<file path="config.mk">
export PLATFORM = sky130hd
export DESIGN_NAME = seg7_scan_driver
export DESIGN_NICKNAME = d
export VERILOG_FILES = /design/src/rtl/seg7_pkg.sv /design/src/rtl/seg7_hex_decode.sv /design/src/rtl/seg7_scan_driver.sv
export SDC_FILE = /design/constraint.sdc
export NUM_CORES = 1
export LEC_CHECK = 0
export CAP_MARGIN = 10
export CORE_MARGIN = 10
export CORE_UTILIZATION = 40
export DETAILED_ROUTE_END_ITERATION = 6
export GPL_ROUTABILITY_DRIVEN = 0
export PLACE_DENSITY = 0.67
export RECOVER_POWER = 50
export SETUP_SLACK_MARGIN = 0.1
export SYNTH_ARGS = -nofsm -noshare
export SYNTH_HDL_FRONTEND = slang
export SYNTH_SLANG_ARGS = --single-unit
</file>
<file path="constraint.sdc">
create_clock -name clk -period 4.9 [get_ports clk]
set_input_delay 1.225 -clock clk [delete_from_list [all_inputs] [get_ports clk]]
set_output_delay 1.225 -clock clk [all_outputs]
set_load 0.01 [all_outputs]
</file>
<file path="src/rtl/seg7_pkg.sv">
// Shared constants for the seven-segment scan driver.
// Active-low font, indexed by hex nibble; segment order {g,f,e,d,c,b,a}.
package seg7_pkg;

  localparam logic [6:0] SEG_BLANK = 7'h7F;
  localparam logic [7:0] AN_OFF    = 8'hFF;

  localparam logic [15:0][6:0] FONT = {
    7'h0E, 7'h06, 7'h21, 7'h46,
    7'h03, 7'h08, 7'h10, 7'h00,
    7'h78, 7'h02, 7'h12, 7'h19,
    7'h30, 7'h24, 7'h79, 7'h40
  };

endpackage

</file>
<file path="src/rtl/seg7_hex_decode.sv">
// Combinational hex nibble to active-low segment pattern.
// Pure table lookup into the shared font.
module seg7_hex_decode
  import seg7_pkg::*;
(
  input  logic [3:0] nibble,
  output logic [6:0] seg
);

  assign seg = FONT[nibble];

endmodule

</file>
<file path="src/rtl/seg7_scan_driver.sv">
// 8-digit multiplexed seven-segment driver with frame-aligned loads.
// Outputs are registered so anode switching is glitch-free.
module seg7_scan_driver
  import seg7_pkg::*;
#(
  parameter int REFRESH_DIV = 100000
) (
  input  logic        clk,
  input  logic        CPU_RESETN,
  input  logic [31:0] data_in,
  input  logic        data_valid,
  input  logic [7:0]  dp_in,
  input  logic        blank_lz,
  output logic [7:0]  AN,
  output logic [6:0]  SEG,
  output logic        DP
);

  localparam int DW = $clog2(REFRESH_DIV);
  localparam logic [DW-1:0] DIV_MAX = DW'(REFRESH_DIV - 1);

  logic [DW-1:0] div_cnt;
  logic [2:0]    idx;
  logic          tick;
  logic          wrap;

  logic [31:0] pend_data;
  logic [7:0]  pend_dp;
  logic        pend_flag;
  logic [31:0] shown_data;
  logic [7:0]  shown_dp;

  logic [3:0] nibble;
  logic [6:0] font_seg;
  logic       blank;

  assign tick = (div_cnt == DIV_MAX);
  assign wrap = tick && (idx == 3'd7);

  always_ff @(posedge clk or negedge CPU_RESETN) begin
    if (!CPU_RESETN) begin
      div_cnt <= '0;
      idx     <= 3'd0;
    end else if (tick) begin
      div_cnt <= '0;
      idx     <= idx + 3'd1;
    end else begin
      div_cnt <= div_cnt + 1'b1;
    end
  end

  // A strobe on the wrap cycle lands in pend while shown takes the old pend.
  always_ff @(posedge clk or negedge CPU_RESETN) begin
    if (!CPU_RESETN) begin
      pend_data  <= '0;
      pend_dp    <= '0;
      pend_flag  <= 1'b0;
      shown_data <= '0;
      shown_dp   <= '0;
    end else begin
      if (data_valid) begin
        pend_data <= data_in;
        pend_dp   <= dp_in;
        pend_flag <= 1'b1;
      end else if (wrap) begin
        pend_flag <= 1'b0;
      end
      if (wrap && pend_flag) begin
        shown_data <= pend_data;
        shown_dp   <= pend_dp;
      end
    end
  end

  assign nibble = shown_data[{idx, 2'b00} +: 4];

  seg7_hex_decode u_dec (
    .nibble (nibble),
    .seg    (font_seg)
  );

  always_comb begin
    blank = 1'b0;
    if (blank_lz && (idx != 3'd0))
      blank = ((shown_data >> {idx, 2'b00}) == 32'd0);
  end

  always_ff @(posedge clk or negedge CPU_RESETN) begin
    if (!CPU_RESETN) begin
      AN  <= AN_OFF;
      SEG <= SEG_BLANK;
      DP  <= 1'b1;
    end else if (blank) begin
      AN  <= AN_OFF;
      SEG <= SEG_BLANK;
      DP  <= 1'b1;
    end else begin
      AN  <= ~(8'b1 << idx);
      SEG <= font_seg;
      DP  <= ~shown_dp[idx];
    end
  end

endmodule
</file>
==> results.md, run 1 <==
* Status: finished, violations left
* Failing checks: max-capacitance violations, max-slew violations
* Seq cells post-synth at between 100 and 150
* Area contributors post-synth: dfrtp_1 (47%), mux2_2 (17%), dfstp_2 (7.8%), mux4_2 (5.4%), ha_1 (3.0%)
* Initial antenna violation count at 0
* Total negative setup slack at 0 ns
* Routed WL at around 11 mm
* TritonCTS clock tree: yes
* Final Setup Violations at 0
* Ys flop type: dfrtp_1
* Clock root buffer: clkbuf_16
* Synthesis warning total at 0
* Setup Buffers After CTS at 0
* Die width at about 140 um
* Final ANT Viol Nets at 0
* Layout fillers at ~1200
* Fin crit share at 0.710
* Period minus WS final at between 3 and 4 ns
* Max-Cap Viols at 2
* Starting density of the core at 0.408
* # clock sinks at 117
* # rows at between 40 and 50
* GR Util All Layers at 0.125
* Worst Clk Skew at roughly 0.0060 ns
* Power density over the cells at about 350 nW/um^2
* First-pass GRT wire length at between 15 and 20 mm
* Area Overhead vs Synth at 24.2%
* Cts hold-fix bufs at 0
* Pre-antenna DRT Iters at 4
* Final Hold Viols at 0
* Inserted Clock Buffers at 17
* Clock Pin Slew Worst Setup and Hold Paths at approximately 0.050 ns
* Netlist cell types at slightly above 50
* Largest area contributor in the netlist: dfrtp_1
* Setup crit start kind: flip-flop
* Total power at about 0.0024 W
* RSZ-0062 raised after global routing: false
* Post-synth ARST share at 1.00
* Avg Cell Area, Syn at 13.8 sq um
* Synth top cells by count: dfrtp_1 (101), mux2_2 (81), nor2_1 (24), dfstp_2 (16)
* Static Leak at between 2 and 3 nW
* Die span in y at between 100 and 150 um
* Floorplan core area at 13200 sq um
* Worst hold path type: reg -> reg
* CP required at roughly 5.2 ns
* EDFF count, synth at 0
* Vias in the first global route at approximately 3600
* Slew HR at -0.516
* Worst setup EP type: flip-flop
* Sequential area share after synthesis at 0.546
* Worst-path fanout max at 20
* Max Buffers Root-to-Sink at 2
* Maximum VDD drop at around 0.33 mV
* Share of post-route cells with drive strength above 1 at 0.338
* # H-tree levels at 4
* Syn_nets at around 450
* Ant. Diodes at 0
* IO Pins at 60
* Port-buffer cells at slightly below 60
* Synth Cell Area at about 5400 sq um
* Most common cell in the synthesized netlist: dfrtp_1
* Fin. max-slew vios at between 100 and 150
* Worst EP arrival at approximately 3.8 ns
* F_max at ~0.29 GHz
* Drt initial violations at 179
* Clock latency on the worst-skew pair at 0.42 ns
* Mapped Cells at a little under 400
* Final net count at between 500 and 600
* Via density at approximately 5.2
* Worst Max-Slew Pin Slew at around 2.3 ns
* Grt total ovfl at 0
* CP Class: reg -> reg
* Remaining DRCs at 0
* Die area at about 19000 sq um
* # resized after CTS at 0
* Via count at ~3300
* Post-synth top area share at 0.468
* Largest net degree at the start of global routing at 83
* Wirelength per Cell at approximately 17 um
* HPWL after DPL at between 7 and 8 mm
## area by class of cell
type / count / area [sq um] / share of cell area
sequential: 117 / 2950 / 0.439
multi-input combinational: 248 / 2320 / 0.346
timing repair buffer: 60 / 587 / 0.0874
clock buffer: 22 / 474 / 0.0707
tap: 176 / 220 / 0.0328
clock inverter: 10 / 128 / 0.0190
inverter: 8 / 30.0 / 0.00447
## worst max-delay path, stage by stage (launching register included)
cell and delay (ns):
dfrtp_1 0.90, mux4_2 0.59, mux2i_1 0.48, ha_1 0.30, o2111ai_1 0.12, a21oi_1 0.15, o2111ai_2 0.45, o221ai_1 0.38
## registers in the layout (all words and copies together), names as in the netlist
name and cells:
div_cnt 17, SEG 7, shown_data 32, pend_flag 1, pend_dp 8, AN 8, idx 3, DP 1
pend_data 32, shown_dp 8
## cells in the final DEF, fill, tap and decap left out, types with 7 or more instances in the layout
master	instances
dfrtp_1	101
mux2_2	81
clkdlybuf4s50_1	57
nor2_1	24
clkbuf_16	17
dfstp_2	16
mux4_2	13
ha_1	13
nand2_1	11
mux2i_1	10
nand3_1	10
nor3_1	9
nor4_1	9
xnor2_1	9
xor2_1	7
## layer usage
layer,vias up,GRT usage,routed length (um)
met3,19,0.0443,577
met1,1682,0.154,4760
li1,1554,-,-
met5,-,0,0
met2,73,0.189,5060
met4,0,0.0621,209
## final timing paths
| path | from | endpoint | slack [ns] | depth (start not counted) |
|---|---|---|---|---|
| max | idx[0]$_DFFE_PN0N_ | SEG[1]$_DFF_PN1_ | 1.42 | 7 |
| min | div_cnt[0]$_DFF_PN0_ | div_cnt[0]$_DFF_PN0_ | 0.49 | 1 |
| max reg2reg | idx[0]$_DFFE_PN0N_ | SEG[1]$_DFF_PN1_ | 1.42 | 7 |
| min reg2reg | div_cnt[0]$_DFF_PN0_ | div_cnt[0]$_DFF_PN0_ | 0.49 | 1 |
| max in group asynchronous | CPU_RESETN | pend_data[15]$_DFFE_PN0P_ | 2.17 | 2 |
| min in group asynchronous | CPU_RESETN | pend_data[3]$_DFFE_PN0P_ | 1.34 | 1 |
## per-stage QoR
stage          instance area (sq um)  setup slack (ns)  cells   util  hold slack [ns]
5_1_grt                         6710             0.947    641  0.507            0.516
3_5_place_dp                    6110              1.40    609  0.462            0.484
2_1_floorplan                   5400              2.18    392      -            0.451
3_3_place_gp                    6110              1.50    609  0.462            0.474
6_report                        6710              1.42    641  0.507            0.490
4_1_cts                         6720              1.38    641  0.507            0.491
## report_power, final
group	switching (W)	total (W)	leakage, nW	internal (W)
combinational	0.0000359	0.0000958	1.19	0.0000600
clock	0.000411	0.00124	0.299	0.000832
sequential	0.0000186	0.00102	1.47	0.00100
total	0.000465	0.00236	2.95	0.00189
## cell families after synthesis
kind of cell / after synthesis / synth area share
compound gates: 31 / 0.0498
xor+xnor: 16 / 0.0259
fa+ha+maj: 13 / 0.0301
buf+inv: 27 / 0.0250
flops: 117 / 0.546
mux: 105 / 0.246
simple gates: 83 / 0.0778
Note: power is estimated with default switching activity, not from simulation.
==> run 2: changes to the inputs <==
==> constraint.sdc (replaced) <==
create_clock -name clk -period 3.5 [get_ports clk]
set_input_delay 0.875 -clock clk [delete_from_list [all_inputs] [get_ports clk]]
set_output_delay 0.875 -clock clk [all_outputs]
set_load 0.01 [all_outputs]
==> results.md, run 2 (same netlist as run 1, synthesis figures left out) <==
* Status: finished, violations left (unchanged)
* Failing checks: max-capacitance violations, max-slew violations (unchanged)
* Hold Startpoint: div_cnt[0]$_DFF_PN0_ (unchanged)
* Cts hold-fix bufs at 0 (unchanged)
* Largest registers: pend_data: 32 flops, shown_data: 32 flops, div_cnt: 17 flops (unchanged)
* Die span in y at 136 um (unchanged)
* Psw at 0.000650 W (was 0.000465 W)
* Inserted Clock Buffers at 17 (unchanged)
* Routed WL at 10.9 mm (was 10.6 mm)
* Hold path depth at 1 (unchanged)
* CP Class: reg -> reg (unchanged)
* Final Hold Viols at 0 (unchanged)
* Fin. max-slew vios at 42 (was 125)
* Drt initial violations at 161 (was 179)
* Most common cell after layout, fill and taps aside: dfrtp_1 (unchanged)
* Via count at 3342 (was 3328)
* Largest net degree at the start of global routing at 55 (was 83)
* Total negative setup slack at 0 ns (unchanged)
* Fin crit share at 0.864 (was 0.710)
* Clock Pin Slew Worst Setup and Hold Paths at 0.05 ns (about the same)
* Top delay family on crit path: compound AO/OA/AOI/OAI gates (unchanged)
* Reg-to-Reg Start: idx[1]$_DFFE_PN0N_ (was idx[0]$_DFFE_PN0N_)
* # clock sinks at 117 (unchanged)
* Pre-antenna DRT Iters at 4 (unchanged)
* Power density over the cells at 475 nW/um^2 (was 351 nW/um^2)
* HPWL after DPL at 7.80 mm (was 7.55 mm)
* Vias in the first global route at 3603 (was 3554)
* Final Instance Area at 6740 sq um (was 6710 sq um)
* Final Setup Violations at 0 (unchanged)
* Final net count at 515 (was 509)
* Sw Ratio at 0.203 (was 0.197)
* Initial antenna violation count at 0 (unchanged)
* Critical Path Max Stage Delay at 0.61 ns (was 0.90 ns)
* RSZ-0062 raised after global routing: false (unchanged)
* CP Cell Sequence: clkbuf_1 > inv_1 > ha_1 > nand2b_1 > o2111ai_1 > a21oi_1 > o2111ai_4 > o21ai_0 (was mux4_2 > mux2i_1 > ha_1 > o2111ai_1 > a21oi_1 > o2111ai_2 > o221ai_1)
* Worst setup EP type: flip-flop (unchanged)
* Clock latency on the worst-skew pair at 0.41 ns (was 0.42 ns)
* Area Overhead vs Synth at 24.7% (was 24.2%)
* Reg2Reg Capture Point: SEG[6]$_DFF_PN1_ (was SEG[1]$_DFF_PN1_)
* Most frequent cells in the layout: dfrtp_1 (101), mux2_2 (81), clkdlybuf4s50_1 (57), nor2_1 (24), clkbuf_16 (17) (unchanged)
* WHS at 0.491 ns (was 0.490 ns)
* Dpl ws at 0.383 ns (was 1.40 ns)
* # H-tree levels at 4 (unchanged)
* TritonCTS clock tree: yes (unchanged)
* Starting density of the core at 0.408 (unchanged)
* Worst-path fanout max at 15 (was 20)
* Clock root buffer: clkbuf_16 (unchanged)
* Buf/Inv on CP at 2 (was 0)
* Die width at 136 um (unchanged)
* Via density at 5.18 (was 5.19)
* WP depth at 8 (was 7)
* Slowest cell on the critical path: dfrtp_1 (unchanged)
* Share of post-route cells with drive strength above 1 at 0.343 (was 0.338)
* Worst EP arrival at 3.33 ns (was 3.80 ns)
* Remaining DRCs at 0 (unchanged)
* Worst setup margin at 0.477 ns (was 1.42 ns)
* Worst Max-Slew Pin Slew at 2.51 ns (was 2.27 ns)
* Reg2Reg Setup Slack at 0.48 ns (was 1.42 ns)
* Period minus WS final at 3.02 ns (was 3.48 ns)
* Logic pwr share at 0.043 (was 0.041)
* Post-Place Cells at 615 (was 609)
* Slew HR at -0.676 (was -0.516)
* IO Pins at 60 (unchanged)
* GR Util All Layers at 0.128 (was 0.125)
* Worst setup path startpoint: idx[1]$_DFFE_PN0N_ (was idx[0]$_DFFE_PN0N_)
* Worst Clk Skew at 0.00767 ns (was 0.00601 ns)
* CP required at 3.81 ns (was 5.23 ns)
* Seq pwr share at 0.446 (was 0.433)
* First-pass GRT wire length at 18.5 mm (was 18.0 mm)
* Maximum VDD drop at 0.297 mV (was 0.334 mV)
* Max Buffers Root-to-Sink at 2 (unchanged)
* Static Leak at 2.96 nW (was 2.95 nW)
* Total internal power at 0.00255 W (was 0.00189 W)
* Setup crit start kind: flip-flop (unchanged)
* F_max at 0.331 GHz (was 0.287 GHz)
* Floorplan core area at 13200 sq um (unchanged)
* Ant. Diodes at 0 (unchanged)
* Worst Hold Path EP: div_cnt[0]$_DFF_PN0_ (unchanged)
* # rows at 42 (unchanged)
* Grt total ovfl at 0 (unchanged)
* Port-buffer cells at 59 (unchanged)
* Wirelength per Cell at 16.9 um (was 16.5 um)
* Worst hold path type: reg -> reg (unchanged)
* Die area at 18600 sq um (unchanged)
* Final cell count without fillers at 645 (was 641)
* Clock share of power at 0.512 (was 0.527)
* Final ANT Viol Nets at 0 (unchanged)
* Reg2Reg Depth at 8 (was 7)
* Max-Cap Viols at 1 (was 2)
* Post-Place Cell Area at 6170 sq um (was 6110 sq um)
==> run 2: timing repair <==
action	CTS	global route
hold endpoints to repair	0	0
setup endpoints to repair	0	4
buffers inserted	0	0
resized for setup	0	1
==> run 2: final cells by class <==
| cell class | instances | area, sq um |
|---|---|---|
| fillers | 1173 | 6510 |
| well taps | 176 | 220 |
| inverters | 8 | 30.0 |
| clock inverters | 10 | 108 |
| repair buffers | 66 | 638 |
| clock buffers | 20 | 457 |
| flip-flops and latches | 117 | 2950 |
| multi-input cells | 248 | 2340 |
==> run 2: worst max path at each step <==
| stage | slack (ns) | end |
|---|---|---|
| 6_report | 0.48 | SEG[6]$_DFF_PN1_ |
| 5_1_grt | 0.12 | AN[7]$_DFF_PN1_ |
| 4_1_cts | 0.37 | SEG[6]$_DFF_PN1_ |
| 3_5_place_dp | 0.38 | AN[1]$_DFF_PN1_ |
| 3_3_place_gp | 0.47 | SEG[1]$_DFF_PN1_ |
| 2_1_floorplan | 0.78 | SEG[3]$_DFF_PN1_ |
==> run 2: per-layer routing <==
| metal | vias up | part of all wire | track usage |
|---|---|---|---|
| met5 | - | 0 | 0 |
| met4 | 0 | 0.015 | 0.0550 |
| met3 | 19 | 0.056 | 0.0465 |
| met2 | 67 | 0.47 | 0.193 |
| met1 | 1701 | 0.46 | 0.161 |
| li1 | 1555 | - | - |
==> run 2: worst reg2reg max path, delay by kind of cell, from the launching register on <==
family,cells,cell delay (ns)
compound gates,4,1.03
fa+ha+maj,1,0.29
buf+inv,2,0.88
flops,1,0.61
simple gates,1,0.12
==> run 2: power groups by stage <==
stage                     sequential [W]  clock, W  combinational (W)
after CTS                        0.00143   0.00167           0.000141
after floorplan                  0.00144         0          0.0000563
after global routing             0.00143   0.00174           0.000154
final                            0.00143   0.00164           0.000136
after global placement           0.00145         0           0.000137
after detailed placement         0.00145         0           0.000141
==> run 2: per-stage QoR <==
stage                util  total power, W
floorplan               -         0.00149
global placement    0.466         0.00159
CTS                 0.509         0.00324
finish              0.509         0.00320
global route        0.509         0.00333
detailed placement  0.466         0.00159
